--- config.mk ---
export PLATFORM = sky130hd
export DESIGN_NAME = traffic_light_ctrl
export DESIGN_NICKNAME = d
export VERILOG_FILES = /design/src/rtl/traffic_light_ctrl.sv
export SDC_FILE = /design/constraint.sdc
export NUM_CORES = 1
export LEC_CHECK = 0
export CAP_MARGIN = 20
export CELL_PAD_IN_SITES_DETAIL_PLACEMENT = 1
export CELL_PAD_IN_SITES_GLOBAL_PLACEMENT = 1
export CORE_MARGIN = 2
export CORE_UTILIZATION = 34
export DETAILED_ROUTE_END_ITERATION = 10
export PLACE_DENSITY = 0.84
export SLEW_MARGIN = 10
export SYNTH_ARGS = -nofsm -noshare
export SYNTH_HDL_FRONTEND = slang
export SYNTH_SLANG_ARGS = --single-unit
--- constraint.sdc ---
create_clock -name clk -period 2.1 [get_ports clk]
set_clock_uncertainty 0.15 [all_clocks]
set_input_delay 0.315 -clock clk [delete_from_list [all_inputs] [get_ports clk]]
set_output_delay 0.315 -clock clk [all_outputs]
set_load 0.05 [all_outputs]
--- src/rtl/traffic_light_ctrl.sv ---
// traffic_light_ctrl
// Round-robin traffic-light sequencer for NUM_DIR approaches. Each approach
// gets GREEN -> YELLOW -> ALL-RED in turn, with phase durations counted in
// tick_en pulses. Supports blanking (enable=0) and emergency preemption.
//
// Optional build macro: PED_WALK_EN adds a pedestrian WALK phase
// (ports ped_req/walk, parameter WALK_TICKS).
//
// Ports:
//   clk          clock
//   reset        asynchronous, active-high reset
//   tick_en      timebase enable; phase counter advances only when high
//   enable       1 = run, 0 = blank all heads (OFF)
//   preempt_req  emergency preemption request (level)
//   preempt_dir  approach requested for preemption
//   light        2 bits per approach: 00 red, 01 yellow, 10 green, 11 off
//   active_dir   approach green/yellow, or next to be granted in ALLRED
//   phase        000 ALLRED, 001 GREEN, 010 YELLOW, 011 OFF, 100 WALK
//   preempt_ack  preempted approach is being held green
//   ped_req      (PED_WALK_EN) pedestrian request pulse
//   walk         (PED_WALK_EN) walk indication
//
// state  | meaning
// ALLRED | clearance, all heads red; active_dir is the next approach
// GREEN  | active_dir green, may be held or truncated by preemption
// YELLOW | active_dir yellow
// OFF    | heads blanked while enable=0
// WALK   | pedestrian crossing, all heads red (PED_WALK_EN only)
module traffic_light_ctrl #(
  parameter int NUM_DIR      = 4,
  parameter int GREEN_TICKS  = 5,
  parameter int YELLOW_TICKS = 2,
  parameter int ALLRED_TICKS = 1,
  parameter int CNT_W        = 8
`ifdef PED_WALK_EN
  , parameter int WALK_TICKS = 4
`endif
  , localparam int DIR_W = $clog2(NUM_DIR)
) (
  input  logic                 clk,
  input  logic                 reset,
  input  logic                 tick_en,
  input  logic                 enable,
  input  logic                 preempt_req,
  input  logic [DIR_W-1:0]     preempt_dir,
  output logic [2*NUM_DIR-1:0] light,
  output logic [DIR_W-1:0]     active_dir,
  output logic [2:0]           phase,
  output logic                 preempt_ack
`ifdef PED_WALK_EN
  , input  logic               ped_req,
  output logic                 walk
`endif
);

  typedef enum logic [2:0] {
    PH_ALLRED = 3'b000,
    PH_GREEN  = 3'b001,
    PH_YELLOW = 3'b010,
    PH_OFF    = 3'b011,
    PH_WALK   = 3'b100
  } phase_t;

  phase_t            phase_q, phase_d;
  logic [CNT_W-1:0]  cnt_q, cnt_d;
  logic [DIR_W-1:0]  dir_q, dir_d, next_dir;
  logic              ack_q, ack_d;
  logic              req_valid, cnt_last;
  logic [CNT_W-1:0]  dur_last;
`ifdef PED_WALK_EN
  logic              ped_q, ped_d;
`endif

  always_comb begin
    req_valid = preempt_req && (int'(preempt_dir) < NUM_DIR);
    if (req_valid)
      next_dir = preempt_dir;
    else if (dir_q == DIR_W'(NUM_DIR - 1))
      next_dir = '0;
    else
      next_dir = dir_q + DIR_W'(1);
  end

  always_comb begin
    case (phase_q)
      PH_GREEN:  dur_last = CNT_W'(GREEN_TICKS - 1);
      PH_YELLOW: dur_last = CNT_W'(YELLOW_TICKS - 1);
`ifdef PED_WALK_EN
      PH_WALK:   dur_last = CNT_W'(WALK_TICKS - 1);
`endif
      default:   dur_last = CNT_W'(ALLRED_TICKS - 1);
    endcase
    cnt_last = (cnt_q == dur_last);
  end

  always_comb begin
    phase_d = phase_q;
    cnt_d   = cnt_q;
    dir_d   = dir_q;
`ifdef PED_WALK_EN
    ped_d   = ped_q | ped_req;
`endif
    if (!enable) begin
      phase_d = PH_OFF;
      cnt_d   = '0;
`ifdef PED_WALK_EN
      ped_d   = 1'b0;
`endif
    end else begin
      case (phase_q)
        PH_OFF: begin
          phase_d = PH_ALLRED;
          cnt_d   = '0;
          dir_d   = '0;
`ifdef PED_WALK_EN
          ped_d   = 1'b0;
`endif
        end
        PH_GREEN: begin
          if (req_valid && preempt_dir != dir_q) begin
            // Truncate green immediately, independent of the timebase.
            phase_d = PH_YELLOW;
            cnt_d   = '0;
          end else if (req_valid) begin
            // Hold: counter frozen while the request for this approach persists.
          end else if (tick_en) begin
            if (cnt_last) begin
              phase_d = PH_YELLOW;
              cnt_d   = '0;
            end else begin
              cnt_d = cnt_q + CNT_W'(1);
            end
          end
        end
        PH_YELLOW: begin
          if (tick_en) begin
            if (cnt_last) begin
              cnt_d = '0;
`ifdef PED_WALK_EN
              // Preemption wins over a pending walk; the latch stays set.
              if (!req_valid && ped_q) begin
                phase_d = PH_WALK;
                ped_d   = 1'b0;
              end else begin
                phase_d = PH_ALLRED;
                dir_d   = next_dir;
              end
`else
              phase_d = PH_ALLRED;
              dir_d   = next_dir;
`endif
            end else begin
              cnt_d = cnt_q + CNT_W'(1);
            end
          end
        end
`ifdef PED_WALK_EN
        PH_WALK: begin
          if (tick_en) begin
            if (cnt_last) begin
              phase_d = PH_ALLRED;
              cnt_d   = '0;
              dir_d   = next_dir;
            end else begin
              cnt_d = cnt_q + CNT_W'(1);
            end
          end
        end
`endif
        PH_ALLRED: begin
          if (tick_en) begin
            if (cnt_last) begin
              phase_d = PH_GREEN;
              cnt_d   = '0;
            end else begin
              cnt_d = cnt_q + CNT_W'(1);
            end
          end
        end
        default: begin
          phase_d = PH_ALLRED;
          cnt_d   = '0;
        end
      endcase
    end
    // Registered ack: high in every cycle that starts in a preemption hold.
    ack_d = enable && (phase_d == PH_GREEN) && req_valid && (preempt_dir == dir_d);
  end

  always_ff @(posedge clk or posedge reset) begin
    if (reset) begin
      phase_q <= PH_ALLRED;
      cnt_q   <= '0;
      dir_q   <= '0;
      ack_q   <= 1'b0;
`ifdef PED_WALK_EN
      ped_q   <= 1'b0;
`endif
    end else begin
      phase_q <= phase_d;
      cnt_q   <= cnt_d;
      dir_q   <= dir_d;
      ack_q   <= ack_d;
`ifdef PED_WALK_EN
      ped_q   <= ped_d;
`endif
    end
  end

  always_comb begin
    light = '0;
    case (phase_q)
      PH_GREEN:  light[2*int'(dir_q) +: 2] = 2'b10;
      PH_YELLOW: light[2*int'(dir_q) +: 2] = 2'b01;
      PH_OFF:    light = '1;
      default:   light = '0;
    endcase
  end

  assign active_dir  = dir_q;
  assign phase       = phase_q;
  assign preempt_ack = ack_q;
`ifdef PED_WALK_EN
  assign walk        = (phase_q == PH_WALK);
`endif

endmodule

# After elaboration in Yosys (flattened, before gate mapping)
# Index checks and enable logic that the tools add are counted.
# word_totals
word_cells	51
regBits	14
output_inout_bits	14
# classes
eq_ne	9
reduce_logical	6
n_mux	24
n_shift	3
n_addsub	3
bitwise	2
# op_table
cell	count
$shiftx 2x33->8 const A	2
$mux 8	5
$neg 3->33	1
$shift 2x33->8 const A	1
$mux 3	9
$pmux 8 s3	1
$and 8x8->8	2
$pmux 8 s2	1
$mux 2	5
$pmux 3 s3	1
$add 8x1->8 const B	1
$eq 8x8->1	1
$eq 3x1->1 const B	2
$eq 3x2->1 const B	2
$pmux 3 s2	1
$logic_and 1x1->1	4
$ne 4x4->1 const B	1
$pmux 2 s2	1
$logic_not 3->1	1
$add 2x1->2 const B	1
$eq 2x2->1	1
$eq 2x2->1 const B	1
$ne 2x2->1	1
$reduce_or 2->1	1

# Longest topological paths before layout
# depth
word_depth	13
depth_mapped	7
mapped_depth_nobuf	6

# Least setup slack after synthesis
# OpenSTA, ideal clock, no wires.
# synth_timing
kind	register to output
start	register dir_q[0], in the netlist active_dir[0]
end	output light[1]
n_path_buf	1
slack_ps	-830
stages_incl_launch_ff	7
t_arrival_ps	2465
t_required_ps	1635
cell_sequence	dfrtp_1 -> clkbuf_1 -> inv_1 -> ha_1 -> nor4bb_1 -> nor2_1 -> nor2_1
# synth_between
elab_chain_len	4
# synth_lines
element	line_no	source
start: declaration	66	logic [DIR_W-1:0] dir_q, dir_d, next_dir;
start signal: assignment	202	dir_q <= dir_d;
$neg 3->33 *	213, 214	
$shiftx 2x33->8 (tied with other cells)	214	PH_YELLOW: light[2*int'(dir_q) +: 2] = 2'b01;
$and 8x8->8 (no line)	--	
$pmux 8 s3 *	212	case (phase_q)
end: declaration	46	output logic [2*NUM_DIR-1:0] light,
# Mark *: on every way between the ends. The rest lies on a longest branch, timed or not.

# Final worst setup path
# Same ends and word-level chain as after synthesis.

==> flow_summary.json <==
{
  "outcome": "finished, violations left",
  "violations": "setup timing",
  "rows": 20,
  "drv_slew": 0,
  "grt-ovfl-total": 0,
  "power_w": 0.001149,
  "numCtsBuffers": 3,
  "fillerInstances": 364,
  "grtUsageMet3": 0.03106,
  "drt_wl_total_mm": 3.794,
  "register_area_sq_um": 355.3,
  "yosys.area_share.simple": 0.3186,
  "required_ns": 1.63,
  "startpoint_type": "register",
  "peakVddDrop_mv": 0.3566,
  "synth_nets": 155,
  "fin_ws_ns": -0.1208,
  "synth.distinct_cells": 38,
  "synth_warnings": 0,
  "slew_headroom": 0.6122,
  "synth_compound_area_frac": 0.1588,
  "track_usage": 0.2168,
  "p_leak_nw": 0.7184,
  "clk_pin_slew_ns": 0.10,
  "syn_inst": 141,
  "dp_cells": 211,
  "fp.dieH_um": 61.78,
  "ys.flop_type": "dfrtp_1",
  "start_util": 0.3657,
  "async_flop_share": 1.000,
  "cap_viol_max_count": 0,
  "top_usage_layer": "met2",
  "hold_slack_ns": 0.2395,
  "cp.arrival_ns": 1.76,
  "multi_input_area_sq_um": 912.1,
  "rrSetupSlack_ns": -0.01,
  "final_cell_mix": "16 x buf_4, 14 x nand2_1, 10 x inv_1, 10 x dfrtp_1",
  "holdCritPathClass": "input pin to asynchronous set/reset pin",
  "routabilityCongestion": 0.8523,
  "route.detailed.drc": 0,
  "grt_antenna_before_repair": 0,
  "dieArea_sq_um": 3816,
  "max_freq_mhz": 450.3,
  "power.density_nw_per_um2": 622.2,
  "n_antenna_cell": 0,
  "synth.area.mux_share": 0.04079,
  "setup_tns_ns": -0.7168,
  "synth_seq_cells": 14,
  "die_w_um": 61.78,
  "worst_pin_slew_ns": 0.5810,
  "synth_top_family_by_area": "simple AND/OR/NAND/NOR gates",
  "crit_path_max_incr_delay_ns": 0.45,
  "yosys.area_share.xor_xnor": 0.03087,
  "drive_gt1_frac": 0.4489,
  "yosys.area_share.adder": 0.07718,
  "cp_cell_sequence": "inv_4 > ha_4 > nor4bb_4 > nor2_2 > nor2_4 > buf_12",
  "cts_hold_buffers": 0,
  "critPathBufInv": 2,
  "place_area_sq_um": 1630,
  "ios": 21,
  "syn_avg_cell_area_sq_um": 8.048,
  "slowest_stage": "dfrtp_2",
  "synth_edf_count": 0,
  "cp_max_fo": 5,
  "drt_first_pass_iters": 4,
  "cts.sinks": 14,
  "portBuffers": 20,
  "routedWlPerCell_um": 17.25,
  "grt_use_met1": 0.2416,
  "finalCriticalPeriod_ns": 2.221,
  "hold_viol_final": 0,
  "clk_latency_ns": 0.29,
  "setup_violations": 11,
  "crit_family": "simple AND/OR/NAND/NOR gates",
  "rsz0062_at_grt": "true",
  "setup.worst_path.end_class": "primary output",
  "grtUsageMet2": 0.4256,
  "grt_max_degree": 15,
  "final_common_cell": "buf_4",
  "synth_area_sq_um": 1135,
  "period_share": 1.058,
  "cts_tree": "done",
  "finalNonFillerCells": 220,
  "dpl.hpwl_mm": 2.653,
  "clockRootBuffer": "clkbuf_4",
  "nNetsFinal": 191,
  "fp.coreArea_sq_um": 3103,
  "ant_nets": 0,
  "vias_per_cell": 5.432,
  "ys_seq_area_frac": 0.3087,
  "clockBufferDepth": 2,
  "vias": 1195,
  "syn2layout_area_growth_pct": 62.73,
  "grt_pass1_wl_mm": 6.003,
  "fin_area_sq_um": 1847,
  "grt_pass1_vias": 1292,
  "ctsHtreeMaxLevel": 1,
  "drtIter0Drc": 43,
  "path_class": "register to primary output"
}
## registers in the layout, summed over array words and instances, names as in the netlist
| name | flops |
|---|---|
| preempt_ack | 1 |
| active_dir | 2 |
| cnt_q | 8 |
| phase | 3 |
## kinds of logic (layout without fill, tap and decap cells)
family / Yosys count / count (layout)
buffers and inverters: 18 / 53
DFF: 14 / 14
adders and majority gates: 7 / 7
AOI/OAI and AO/OA: 27 / 27
muxes: 4 / 4
xor gates and xnor gates: 4 / 4
and+or+nand+nor: 66 / 66
other: 1 / 1
## worst register-to-register path, delay by kind of cell, from the launching register on
| kind | cells | cell delay (ns) |
|---|---|---|
| AO/OA/AOI/OAI | 1 | 0.20 |
| multiplexers | 1 | 0.35 |
| AND/OR/NAND/NOR | 3 | 0.92 |
| flip-flops | 1 | 0.40 |
## report_power, final
group | total [W] | switching [W] | internal [W]
clock network | 0.000202 | 0.0000962 | 0.000106
logic | 0.000636 | 0.000363 | 0.000273
registers | 0.000311 | 0.0000245 | 0.000286
total | 0.00115 | 0.000484 | 0.000665
## Yosys cell counts, drive strengths merged (5+ instances only)
| cell type | n | area (sq um) |
|---|---|---|
| ha | 7 | 87.58 |
| o22ai | 5 | 31.28 |
| o21ai | 6 | 30.03 |
| nand2 | 16 | 60.06 |
| a31oi | 7 | 43.79 |
| nor2 | 21 | 78.83 |
| inv | 12 | 45.04 |
| dfrtp | 14 | 350.3 |
| nand3 | 5 | 30.03 |
## per-stage QoR
step	setup WS, ns	util
CTS	-0.1233	0.5681
floorplan	-0.1707	-
global route	-0.1909	0.5952
global placement	-0.2961	0.5254
detailed placement	-0.3182	0.5254
finish	-0.1208	0.5952
## area by class of cell
| type | count | area share |
|---|---|---|
| flip-flops and latches | 14 | 0.1924 |
| well taps | 44 | 0.02981 |
| clock buffers | 4 | 0.01965 |
| multi-input cells | 109 | 0.4939 |
| inverters | 12 | 0.02710 |
| repair buffers | 37 | 0.2371 |
## final timing paths
path                                from          end  depth (start not counted)
max                        active_dir[0]     light[1]                          6
min                                reset  preempt_ack                          2
max reg2reg                     cnt_q[3]  preempt_ack                          5
min reg2reg                     cnt_q[7]     cnt_q[7]                          2
max in group asynchronous          reset     phase[1]                          2
min in group clk                 tick_en     cnt_q[2]                          4
## timing repair
action,4_1_cts,5_1_grt
pin swaps,9,8
endpoints found under the setup margin,13,19
gates resized for setup,21,15
cloned,0,1
endpoints found under the hold margin,0,0
setup buffers,4,0
## routing by layer
layer	part of all wire	vias to the layer above
met1	0.39	609
met5	0	-
met4	0.012	0
met3	0.026	5
met2	0.57	18
li1	-	563
Power figures use the tool's default switching activity.
